===== config.mk =====
export PLATFORM = sky130hd
export DESIGN_NAME = uart_apb_sequencer
export DESIGN_NICKNAME = d
export VERILOG_FILES = /design/src/rtl/uart_apb_sequencer.sv
export SDC_FILE = /design/constraint.sdc
export NUM_CORES = 1
export LEC_CHECK = 0
export ABC_AREA = 1
export CAP_MARGIN = 40
export CORE_MARGIN = 3
export CORE_UTILIZATION = 45
export CTS_CLUSTER_DIAMETER = 40
export DETAILED_ROUTE_END_ITERATION = 10
export PLACE_DENSITY = 0.95
export SLEW_MARGIN = 20
export SYNTH_ARGS = -nofsm -noshare
export SYNTH_HDL_FRONTEND = slang
export SYNTH_SLANG_ARGS = --single-unit

===== constraint.sdc =====
create_clock -name PCLK -period 2.65 [get_ports PCLK]
set_input_delay 0.53 -clock PCLK [delete_from_list [all_inputs] [get_ports PCLK]]
set_output_delay 0.53 -clock PCLK [all_outputs]
set_load 0.03 [all_outputs]

===== src/rtl/uart_apb_sequencer.sv =====
// uart_apb_sequencer: APB master that configures a UART and then moves bytes
// between a tx/rx byte-stream client and the UART data register.
// Ports: PCLK/PRESET (sync, active-high); APB master PSEL/PENABLE/PWRITE/PADDR/
// PWDATA/PRDATA; tx_data/tx_valid/tx_ready in; rx_data/rx_err/rx_valid/rx_ready
// out; init_done high once the four config writes have completed.
module uart_apb_sequencer #(
  parameter logic [15:0] BAUD_DIVINT  = 16'd27,
  parameter logic [5:0]  BAUD_DIVFRAC = 6'd8,
  parameter logic [15:0] LCR_H_VAL    = 16'h0070,
  parameter logic [15:0] CR_VAL       = 16'h0301
) (
  input  logic        PCLK,
  input  logic        PRESET,
  output logic        PSEL,
  output logic        PENABLE,
  output logic        PWRITE,
  output logic [11:0] PADDR,
  output logic [15:0] PWDATA,
  input  logic [15:0] PRDATA,
  input  logic [7:0]  tx_data,
  input  logic        tx_valid,
  output logic        tx_ready,
  output logic [7:0]  rx_data,
  output logic [3:0]  rx_err,
  output logic        rx_valid,
  input  logic        rx_ready,
  output logic        init_done
);

  typedef enum logic [2:0] {
    INIT_IBRD,
    INIT_FBRD,
    INIT_LCRH,
    INIT_CR,
    POLL_FR,
    DECIDE,
    WR_DR,
    RD_DR
  } state_t;

  state_t r_state;
  logic   r_boot;
  logic   r_last_tx;
  logic   r_txff;
  logic   r_rxfe;

  logic        w_rx_req;
  logic        w_tx_req;
  logic        w_pick_rx;
  logic        w_go;
  state_t      w_tgt;
  logic        w_write;
  logic [11:0] w_addr;
  logic [15:0] w_wdata;
  logic        w_unused_prdata;

  assign w_unused_prdata = ^PRDATA[15:12];

  assign w_rx_req  = !r_rxfe && !rx_valid;
  assign w_tx_req  = tx_valid && !r_txff;
  // On a conflict, rx wins if tx had the last contested grant.
  assign w_pick_rx = w_rx_req && (!w_tx_req || r_last_tx);

  // Next transfer to set up; w_go=0 means the bus idles in DECIDE.
  always_comb begin
    w_go  = 1'b1;
    w_tgt = r_state;
    if (r_state == DECIDE) begin
      if (w_pick_rx)     w_tgt = RD_DR;
      else if (w_tx_req) w_tgt = WR_DR;
      else               w_tgt = POLL_FR;
    end else if (PENABLE) begin
      unique case (r_state)
        INIT_IBRD: w_tgt = INIT_FBRD;
        INIT_FBRD: w_tgt = INIT_LCRH;
        INIT_LCRH: w_tgt = INIT_CR;
        POLL_FR: begin
          w_tgt = DECIDE;
          w_go  = 1'b0;
        end
        default:   w_tgt = POLL_FR;
      endcase
    end
  end

  always_comb begin
    w_write = 1'b0;
    w_addr  = 12'h000;
    w_wdata = 16'h0000;
    unique case (w_tgt)
      INIT_IBRD: begin
        w_write = 1'b1;
        w_addr  = 12'h024;
        w_wdata = BAUD_DIVINT;
      end
      INIT_FBRD: begin
        w_write = 1'b1;
        w_addr  = 12'h028;
        w_wdata = {10'd0, BAUD_DIVFRAC};
      end
      INIT_LCRH: begin
        w_write = 1'b1;
        w_addr  = 12'h02C;
        w_wdata = LCR_H_VAL;
      end
      INIT_CR: begin
        w_write = 1'b1;
        w_addr  = 12'h030;
        w_wdata = CR_VAL;
      end
      POLL_FR: w_addr = 12'h018;
      WR_DR: begin
        w_write = 1'b1;
        w_wdata = {8'h00, tx_data};
      end
      default: ;
    endcase
  end

  always_ff @(posedge PCLK) begin
    if (PRESET) begin
      r_state   <= INIT_IBRD;
      r_boot    <= 1'b0;
      r_last_tx <= 1'b1;
      r_txff    <= 1'b1;
      r_rxfe    <= 1'b1;
      PSEL      <= 1'b0;
      PENABLE   <= 1'b0;
      PWRITE    <= 1'b0;
      PADDR     <= 12'h000;
      PWDATA    <= 16'h0000;
      tx_ready  <= 1'b0;
      rx_data   <= 8'h00;
      rx_err    <= 4'h0;
      rx_valid  <= 1'b0;
      init_done <= 1'b0;
    end else begin
      tx_ready <= 1'b0;
      if (rx_valid && rx_ready) rx_valid <= 1'b0;
      // One settle cycle after reset release before the first SETUP.
      if (!r_boot) begin
        r_boot <= 1'b1;
      end else if (PSEL && !PENABLE) begin
        PENABLE  <= 1'b1;
        tx_ready <= (r_state == WR_DR);
      end else begin
        if (PENABLE) begin
          case (r_state)
            POLL_FR: begin
              r_txff <= PRDATA[5];
              r_rxfe <= PRDATA[4];
            end
            RD_DR: begin
              rx_data  <= PRDATA[7:0];
              rx_err   <= PRDATA[11:8];
              rx_valid <= 1'b1;
            end
            INIT_CR: init_done <= 1'b1;
            default: ;
          endcase
        end
        if (r_state == DECIDE && w_rx_req && w_tx_req)
          r_last_tx <= !r_last_tx;
        r_state <= w_tgt;
        PSEL    <= w_go;
        PENABLE <= 1'b0;
        if (w_go) begin
          PWRITE <= w_write;
          PADDR  <= w_addr;
          PWDATA <= w_wdata;
        end
      end
    end
  end

endmodule


==> impl_metrics.env <==
export IMPL_status="complete, no violations"
export IMPL_vias=1616
export IMPL_start_util_pct=48.3
export IMPL_worst_path_buf_inv=1
export IMPL_finalMaxSlewViolations=0
export IMPL_synth_cells=234
export IMPL_dpl_hpwl_mm=2.91
export IMPL_hp_start="PWDATA[6]$_SDFFE_PP0P_"
export IMPL_fmax_mhz=504
export IMPL_ctsHoldBuffers=0
export IMPL_yosysMostFrequentCell="nand2_1"
export IMPL_period_share_pct=74.8
export IMPL_io_pins=74
export IMPL_power_density_mw_per_mm2=542
export IMPL_rsz0062_at_grt="no"
export IMPL_relSlewSlack_pct=55.8
export IMPL_clk_pin_slew_worst_paths_ns=0.07
export IMPL_whs_ns=0.467
export IMPL_synth_seq_area_share_pct=45.4
export IMPL_critPathMaxFanout=7
export IMPL_setup_viol=0
export IMPL_die_x_um=67.0
export IMPL_syn_to_final_growth_pct=35.8
export IMPL_drc=0
export IMPL_synth_top_flop_cell="dfxtp_1"
export IMPL_rr_startpoint="r_state[2]$_SDFFE_PP0P_"
export IMPL_finalCriticalPeriod_ns=1.98
export IMPL_n_antenna_cell=0
export IMPL_power_leakage_nw=0.935
export IMPL_hold_viol_final=0
export IMPL_yosysWarnings=0
export IMPL_wl_mm=3.90
export IMPL_track_usage_pct=20.2
export IMPL_syn_avg_cell_area_um2=7.15
export IMPL_post_cts_buffers=0
export IMPL_clock_skew_ns=0.00590
export IMPL_htree_levels=2
export IMPL_worstHoldEndpoint="PWDATA[6]$_SDFFE_PP0P_"
export IMPL_critPathTopFamily="buffers and inverters"
export IMPL_worst_r2r_path_depth=9
export IMPL_seq_area_um2=761
export IMPL_cts_root_buf="clkbuf_8"
export IMPL_hold_depth=2
export IMPL_grt_pass1_wl_mm=6.71
export IMPL_fp_row_count=21
export IMPL_grt_pass1_vias=1525
export IMPL_cp_cell_sequence="clkdlybuf4s50_1"
export IMPL_maxCapViolations=0
export IMPL_drt_first_pass_iters=4
export IMPL_tightest_slew_ns=0.663
export IMPL_finalNetCount=316
export IMPL_routedWlPerCell_um=11.7
export IMPL_vias_per_cell=4.84
export IMPL_synth_largest_area_cell="dfxtp_1"
export IMPL_yosys_top_cells_count="nand2_1, dfxtp_1, nor2_1"
export IMPL_min_path_type="reg2reg"
export IMPL_ant_nets=0
export IMPL_synth_area_top_cells="dfxtp_1, nand2_1, nor2_1"
export IMPL_slowest_stage="clkdlybuf4s50_1"
export IMPL_cts_resized=0
export IMPL_finalSetupTns_ns=0
export IMPL_dieArea_mm2=0.00449
export IMPL_ys_types=24
export IMPL_gp_congestion=0.825
export IMPL_cp_required_ns=2.12
export IMPL_cts_buffer_depth=2
export IMPL_layout_drive_gt1_share_pct=6.94
export IMPL_drtIter0Drc=81
export IMPL_endpoint_kind="output pin"
export IMPL_critPathLaunch="PENABLE$_SDFFE_PP0P_"
export IMPL_cts_made_buffers=5
export IMPL_multi_input_area_um2=727
export IMPL_r2r_end="PWRITE$_SDFFE_PP0P_"
export IMPL_yosys_area_top_type_share_pct=45.4
export IMPL_die_y_um=67.0
export IMPL_antenna_found_initial=0
export IMPL_crit_type="reg2out"
export IMPL_worstPathArrival_ns=1.45
export IMPL_async_reset_ff_share_pct=0
export IMPL_fillCellCount=315
export IMPL_slowest_delay_ns=0.72
export IMPL_ir_worst_vdd_v=0.000491
export IMPL_cts_sinks=38
export IMPL_grt_ovfl_total=0
export IMPL_r2r_setup_slack_ns=1.00
export IMPL_grt_max_degree=26
export IMPL_cts_tree="built"
export IMPL_clk_latency_ns=0.29
export IMPL_netlist_area_mm2=0.00167
export IMPL_start_kind="register"
export IMPL_ys_ff_latch=38
export IMPL_synth_edf_count=0
export IMPL_io_buffers=55
export IMPL_core_area_mm2=0.00347
==> registers in the layout (all words and copies together), names as in the netlist <==
signal and cells:
init_done 1, tx_ready 1, PADDR 4, r_state 3, r_rxfe 1, rx_data 8, PWRITE 1, PENABLE 1
r_boot 1, rx_valid 1, rx_err 4, PSEL 1, r_txff 1, r_last_tx 1, PWDATA 9
==> cells in the final DEF, fill, tap and decap left out <==
cell type,count
nor4_1,1
nand2_2,3
nor2_2,3
clkbuf_1,2
a211oi_1,1
o21ai_2,1
a31oi_1,1
dfxtp_1,38
nand2_1,42
o21ai_0,19
nand3_2,1
buf_4,1
nand3_1,19
clkdlybuf4s50_1,55
inv_2,5
o22ai_1,1
nor2_1,35
conb_1,14
inv_1,18
a21oi_1,16
clkbuf_8,5
o21ai_1,3
clkinv_1,2
nand4_1,1
nor2_4,1
==> stage by stage <==
step / area [µm²] / setup WS, ns / total power, mW / instances / utilization [%]
floorplan: 1720 / 1.13 / 0.795 / 247 / -
finish: 2270 / 0.668 / 1.23 / 334 / 65.5
CTS: 2270 / 0.658 / 1.24 / 334 / 65.5
global placement: 2200 / 0.573 / 0.867 / 327 / 63.3
global route: 2270 / 0.594 / 1.30 / 334 / 65.5
detailed placement: 2200 / 0.520 / 0.872 / 327 / 63.3
==> area by class of cell <==
class	count	share of cell area, %
tap	46	2.53
sequential	38	33.5
multi-input combinational	162	32.0
clock buffer	7	3.36
timing repair buffer	56	24.5
inverter	25	4.13
==> power breakdown <==
part	total (mW)	internal, mW	switching (mW)
clock network	0.372	0.181	0.191
registers	0.609	0.594	0.0149
logic	0.251	0.0952	0.156
total	1.23	0.870	0.361
==> how the worst max path moves through the flow <==
| stage | to | slack [ns] | depth (start not counted) |
|---|---|---|---|
| 2_1_floorplan | PWDATA[0]$_SDFFE_PP0P_ | 1.13 | 7 |
| 3_3_place_gp | PWDATA[6]$_SDFFE_PP0P_ | 0.57 | 11 |
| 3_5_place_dp | PWDATA[6]$_SDFFE_PP0P_ | 0.52 | 11 |
| 4_1_cts | PENABLE | 0.66 | 1 |
| 5_1_grt | PENABLE | 0.59 | 1 |
| 6_report | PENABLE | 0.67 | 1 |
==> routing by layer <==
layer | share of wire, % | vias to the layer above | global-route usage (%)
met2 | 52 | 58 | 34.3
met3 | 6.6 | 6 | 6.58
li1 | - | 820 | -
met5 | 0 | - | 0
met1 | 39 | 732 | 22.6
met4 | 2.3 | 0 | 9.62
==> cells by family (layout without fill, tap and decap cells) <==
kind of cell,count (synthesis),count (layout),share of synthesized area [%]
AO/OA/AOI/OAI,42,42,13.1
other,1,14,0.224
AND/OR/NAND/NOR,106,106,27.2
buffers and inverters,47,88,14.1
flip-flops,38,38,45.4
Power figures use the tool's default switching activity.
